==> src/rtl/fir_bram_arbiter.sv <==
// Single-port BRAM arbiter shared by the FIR engine, stream-in writer and AXI-Lite config side.
// Define FIR_ARB_STARVE_GUARD_EN to add a starvation guard that force-grants a waiting config request.
module fir_bram_arbiter #(
    parameter int pADDR_WIDTH  = 12,
    parameter int pDATA_WIDTH  = 32,
    parameter int STARVE_LIMIT = 4
) (
    input  logic                   axis_clk,
    input  logic                   axis_rst_n,
    input  logic                   eng_req,
    input  logic                   eng_lock,
    input  logic [pADDR_WIDTH-1:0] eng_addr,
    input  logic                   sw_req,
    input  logic [pADDR_WIDTH-1:0] sw_addr,
    input  logic [pDATA_WIDTH-1:0] sw_wdata,
    input  logic                   cfg_req,
    input  logic                   cfg_we,
    input  logic [pADDR_WIDTH-1:0] cfg_addr,
    input  logic [pDATA_WIDTH-1:0] cfg_wdata,
    output logic                   eng_gnt,
    output logic                   sw_gnt,
    output logic                   cfg_gnt,
    output logic                   eng_rvalid,
    output logic                   cfg_rvalid,
    output logic [pDATA_WIDTH-1:0] rdata,
    output logic                   ram_en,
    output logic [3:0]             ram_we,
    output logic [pADDR_WIDTH-1:0] ram_addr,
    output logic [pDATA_WIDTH-1:0] ram_di,
    input  logic [pDATA_WIDTH-1:0] ram_do
);

    typedef enum logic [1:0] {IDLE, ISSUE, LOCK} state_t;
    typedef enum logic [1:0] {WIN_NONE, WIN_ENG, WIN_SW, WIN_CFG} win_t;
    typedef enum logic [1:0] {TAG_NONE, TAG_ENG, TAG_CFG} tag_t;

    state_t                 state, state_next;
    win_t                   win;
    tag_t                   tag;
    logic                   armed;
    logic                   locked;
    logic                   eng_ok, sw_ok, cfg_ok;
    logic                   force_cfg;
    logic [pDATA_WIDTH-1:0] rdata_q;

    // A requester is masked while its own grant is high; during a lock only the engine competes.
    always_comb begin
        locked = (state == LOCK) || (eng_lock && eng_req);
        eng_ok = eng_req && !eng_gnt;
        sw_ok  = sw_req  && !sw_gnt  && !locked;
        cfg_ok = cfg_req && !cfg_gnt && !locked;
    end

`ifdef FIR_ARB_STARVE_GUARD_EN
    localparam int CNT_W = $clog2(STARVE_LIMIT + 1);
    logic [CNT_W-1:0] starve_cnt;

    always_ff @(posedge axis_clk or negedge axis_rst_n) begin
        if (!axis_rst_n)
            starve_cnt <= '0;
        else if (!cfg_req || cfg_gnt)
            starve_cnt <= '0;
        else if (starve_cnt != CNT_W'(STARVE_LIMIT))
            starve_cnt <= starve_cnt + 1'b1;
    end

    assign force_cfg = cfg_ok && (starve_cnt == CNT_W'(STARVE_LIMIT));
`else
    assign force_cfg = 1'b0;
`endif

    always_comb begin
        // NOTE: every output of a combinational block gets a default first, so no path infers a latch.
        win        = WIN_NONE;
        state_next = state;
        if (armed) begin
            if (force_cfg)   win = WIN_CFG;
            else if (eng_ok) win = WIN_ENG;
            else if (sw_ok)  win = WIN_SW;
            else if (cfg_ok) win = WIN_CFG;
        end
        if (eng_lock && eng_req)
            state_next = LOCK;
        else if (state == LOCK)
            state_next = eng_lock ? LOCK : IDLE;
        else
            state_next = (win != WIN_NONE) ? ISSUE : IDLE;
    end

    always_ff @(posedge axis_clk or negedge axis_rst_n) begin
        if (!axis_rst_n)
            state <= IDLE;
        else
            // NOTE: sequential state uses non-blocking assignment so every register samples pre-edge values.
            state <= state_next;
    end

    // armed stays low for the first edge after reset release, so the earliest grant lands on the second edge.
    always_ff @(posedge axis_clk or negedge axis_rst_n) begin
        if (!axis_rst_n) begin
            armed      <= 1'b0;
            eng_gnt    <= 1'b0;
            sw_gnt     <= 1'b0;
            cfg_gnt    <= 1'b0;
            ram_en     <= 1'b0;
            ram_we     <= 4'h0;
            ram_addr   <= '0;
            ram_di     <= '0;
            tag        <= TAG_NONE;
            eng_rvalid <= 1'b0;
            cfg_rvalid <= 1'b0;
            rdata_q    <= '0;
        end else begin
            armed    <= 1'b1;
            eng_gnt  <= (win == WIN_ENG);
            sw_gnt   <= (win == WIN_SW);
            cfg_gnt  <= (win == WIN_CFG);
            ram_en   <= (win != WIN_NONE);
            ram_we   <= 4'h0;
            ram_addr <= '0;
            ram_di   <= '0;
            tag      <= TAG_NONE;
            case (win)
                WIN_ENG: begin
                    ram_addr <= eng_addr;
                    tag      <= TAG_ENG;
                end
                WIN_SW: begin
                    ram_addr <= sw_addr;
                    ram_we   <= 4'hF;
                    ram_di   <= sw_wdata;
                end
                WIN_CFG: begin
                    ram_addr <= cfg_addr;
                    if (cfg_we) begin
                        ram_we <= 4'hF;
                        ram_di <= cfg_wdata;
                    end else begin
                        tag <= TAG_CFG;
                    end
                end
                default: ;
            endcase
            eng_rvalid <= (tag == TAG_ENG);
            cfg_rvalid <= (tag == TAG_CFG);
            if (eng_rvalid || cfg_rvalid)
                rdata_q <= ram_do;
        end
    end

    // RAM output is only valid in the rvalid cycle, so pass it through then and hold it afterwards.
    assign rdata = (eng_rvalid || cfg_rvalid) ? ram_do : rdata_q;

endmodule
==> config.mk <==
export PLATFORM = sky130hd
export DESIGN_NAME = fir_bram_arbiter
export DESIGN_NICKNAME = d
export VERILOG_FILES = /design/src/rtl/fir_bram_arbiter.sv
export SDC_FILE = /design/constraint.sdc
export NUM_CORES = 1
export LEC_CHECK = 0
export CAP_MARGIN = 5
export CORE_MARGIN = 3
export CORE_UTILIZATION = 36
export CTS_CLUSTER_SIZE = 14
export DETAILED_ROUTE_END_ITERATION = 10
export PLACE_DENSITY_LB_ADDON = 0.05
export SKIP_CTS_REPAIR_TIMING = 1
export SLEW_MARGIN = 20
export SYNTH_ARGS = -nofsm -noshare
export SYNTH_HDL_FRONTEND = slang
export SYNTH_SLANG_ARGS = --single-unit
==> constraint.sdc <==
create_clock -name axis_clk -period 1.9 [get_ports axis_clk]
set_input_delay 0.38 -clock axis_clk [delete_from_list [all_inputs] [get_ports axis_clk]]
set_output_delay 0.38 -clock axis_clk [all_outputs]
set_load 0.05 [all_outputs]
After elaboration in Yosys (flattened, before gate mapping)
Index checks and enable logic that the tools add are counted.

Eq/ne operators: 6. Muxes and demuxes: 16. Reductions and logical operators: 13.

Operators with widths (count): $mux 32 (2); $pmux 32 s2 (1); $pmux 12 s3 (1); $mux 2 (8); $eq 2x2->1 const B (4); $pmux 4 s2 (1); $logic_and 1x1->1 (6); $eq 2x1->1 const B (2); $logic_not 1->1 (4); $mux 4 (1); $pmux 2 s2 (1); $logic_or 1x1->1 (2); $reduce_bool 2->1 (1); $mux 1 (1).

Register bits: 91. Word-level logic and storage cells: 48. Output and inout bits: 86.

Depth between registers and ports, before layout
Word-level depth: 12. Mapped depth: 7. Gate-level depth less buffers: 4.

Worst setup path before layout
OpenSTA, ideal clock, no wires.

Path type: register -> output. Start: reg cfg_rvalid. End: out rdata[10]. Slack: -0.196 ns. Cell stages (with the launch flop): 4. Data arrival time: 1.716 ns. Buffers on the path: 1. Path through: dfrtp_1 > nor2_1 > clkbuf_1 > mux2_2.

Cells in the longest elaborated chain, start to end: 2.

RTL lines: start: declaration (line 24) `output logic cfg_rvalid,`; start signal: assignment (line 145) `cfg_rvalid <= (tag == TAG_CFG);`; $logic_or 1x1->1 (line 152) `assign rdata = (eng_rvalid || cfg_rvalid) ? ram_do : rdata_q;`; $mux 32 (line 152); end: declaration (line 25) `output logic [pDATA_WIDTH-1:0] rdata,`.

No other way between the ends.

Worst setup path after layout
Start: reg eng_rvalid. End: out rdata[29].

Cells in the longest elaborated chain, start to end: 2.

RTL lines: start: declaration (line 23) `output logic eng_rvalid,`; start signal: assignment (line 144) `eng_rvalid <= (tag == TAG_ENG);`; $logic_or 1x1->1 (line 152); $mux 32 (line 152).

No other way between the ends.

==> results.ini <==
[outcome]
outcome=finished with violations
violations=setup timing

[clock_tree]
cts-root-buf=clkbuf_8
cts.sinks=87
insertion_delay_ns=0.35
cts_tree=yes
clkTransAtPathRegs_ns=0.09
htree_levels=3
cts_buffers=9
clock_path_buffers=2

[synthesis]
synth.distinct_cells=28
syn_area_sq_mm=0.003344
async_flop_share=1.000
synth_edf_count=0
ys_seq_area_frac=0.6510
synthFlopType=dfrtp_1
synth_fp_nets=369
ys_seq_elements=87
synth_cells=230
avgSynthCellArea_sq_um=14.54
yosysWarnings=0

[die]
initial_utilization=0.3762
rows=34
fp.coreArea_sq_mm=0.008891
die_area_sq_mm=0.01048
die_w_um=102.4
chipHeight_um=102.4
io_pins=225

[place]
globalplace.congestion=0.7633
io_buffers=224
dp_hpwl_um=7426
pre_cts_ws_ns=-0.1240
postPlaceCellArea_sq_mm=0.006040

[cells_and_area]
final_cell_area_sq_mm=0.006593
layout_commonest_cell=clkdlybuf4s50_1
final_cell_mix=clkdlybuf4s50_1 (143), dfrtp_1 (85), buf_12 (38), buf_4 (36)
fin_nets=611
synthToLayoutAreaGrowth_pct=97.12
drive_gt1_frac=0.2746
n_antenna_cell=0

[global_route]
grt_pass1_vias=2823
grt_pass1_wl_um=14380
grt_max_degree=46
gr-total-overflow=0
grt_usage=0.1807
antenna_found_initial=0

[detailed_routing]
viasPerCell=4.761
wl_um=10180
post_drt_wl_per_cell_um=17.40
drt_iter0_drc=53
drc=0
num_vias=2785
detail-route-antenna-nets=0
dr.pass1.iters=4

[run]
cap_violations=0

[hold_path]
hp-start=tag[1]
hold_class=reg -> reg

[worst_setup_path]
arrival_ns=1.68
crit_path_start=eng_rvalid
cp_max_fo=6
worst_ep_required_time_ns=1.52
crit_path_start_kind=flop
endpoint_kind=output port
timing.rr.start=state[1]
crit_type=reg -> out

[power]
switchingPower_mw=1.832
p_comb_frac=0.395
ir_drop_uv=433.9
p_sw_frac=0.3145
power_frac_clock=0.245
power_density_mw_per_mm2=883.9
seq_power_share=0.359
p_total_mw=5.827
p_int_mw=3.995
cellLeakagePower_nw=3.491

[sta]
rsz0062_at_grt=true
finalWorstSetupSlack_ns=-0.1588
finalMaxSlewViolations=0
period_needed_ns=2.059
worst_pin_slew_ns=0.5599
finalCritPeriodShare=1.084
slew_headroom=0.6261
final-setup-viol-count=32
hold_viol_final=0
fin_worst_skew_ns=0.01270
fmax_mhz=485.7
setup-tns-final_ns=-4.059
whs_ns=0.4092

-- state kept, by name, indices dropped and copies added, names as in the netlist --
register	count
ram_we	1
cfg_gnt	1
eng_rvalid	1
ram_addr	12
state	2
sw_gnt	1
tag	2
cfg_rvalid	1
rdata_q	32
armed	1
ram_en	1
ram_di	32
-- metrics by stage --
stage	utilization	instances
final	0.7415	585
after global placement	0.6793	558
after global routing	0.7415	585
after floorplan	-	230
after detailed placement	0.6793	558
after CTS	0.7043	574
-- area by class of cell --
cell class              count  area (sq um)
clock inverters             5         81.33
repair buffers            248          2870
clock buffers              11         141.4
well taps                 108         135.1
fillers                   610          2298
inverters                   1         3.754
multi-input cells         125          1181
flip-flops and latches     87          2180
-- power by group through the flow --
stage                     combinational (mW)  clock (mW)  sequential (mW)
after global placement                  2.14           0             2.11
after floorplan                        0.837           0             2.29
final                                   2.30        1.43             2.09
after detailed placement                2.16           0             2.12
after CTS                               2.16        1.47             2.09
after global routing                    2.40        1.55             2.11
-- cells by family after synthesis --
family                 Yosys count  share of synthesized area
flip-flops                      87                     0.6510
other                            1                   0.001121
buffers and inverters           18                    0.03591
multiplexers                    44                     0.1437
AO/OA/AOI/OAI                   52                     0.1220
AND/OR/NAND/NOR                 28                    0.04639
-- final timing paths --
kind / end / slack (ns) / cells past startpoint
setup reg to reg: ram_di[25] / 0.36 / 5
min in group asynchronous: rdata_q[17] / 0.49 / 2
setup / recovery: rdata[29] / -0.16 / 5
hold / removal: eng_rvalid / 0.41 / 1
hold reg to reg: eng_rvalid / 0.41 / 1
max in group asynchronous: ram_di[3] / 0.83 / 3
-- metal layers --
| metal | global-route usage | vias to the layer above | part of all wire | wire length, um |
|---|---|---|---|---|
| li1 | - | 1303 | - | - |
| met1 | 0.2156 | 1342 | 0.37 | 3812 |
| met2 | 0.3023 | 123 | 0.53 | 5370 |
| met3 | 0.06075 | 17 | 0.080 | 815 |
| met4 | 0.06963 | 0 | 0.017 | 178 |
| met5 | 0 | - | 0 | 0 |
-- critical path, cell delays in order, from the launching register on --
cell and delay, ns:
dfrtp_1 0.41, nor2_4 0.15, buf_12 0.14, buf_6 0.14, mux2_4 0.33, buf_12 0.15
-- Yosys cell counts, drive strengths merged (2+ instances only) --
cell type  count  share of area
a21oi          3         0.0045
a22o          32          0.084
and2b          2         0.0045
buf            9          0.026
clkbuf         8         0.0090
dfrtp         87           0.65
mux2          32           0.11
mux2i         12          0.036
nand2         13          0.015
nand2b         2         0.0037
nor2b          3         0.0056
o21ai         12          0.018
o21bai         2         0.0079
Power figures use the tool's default switching activity.
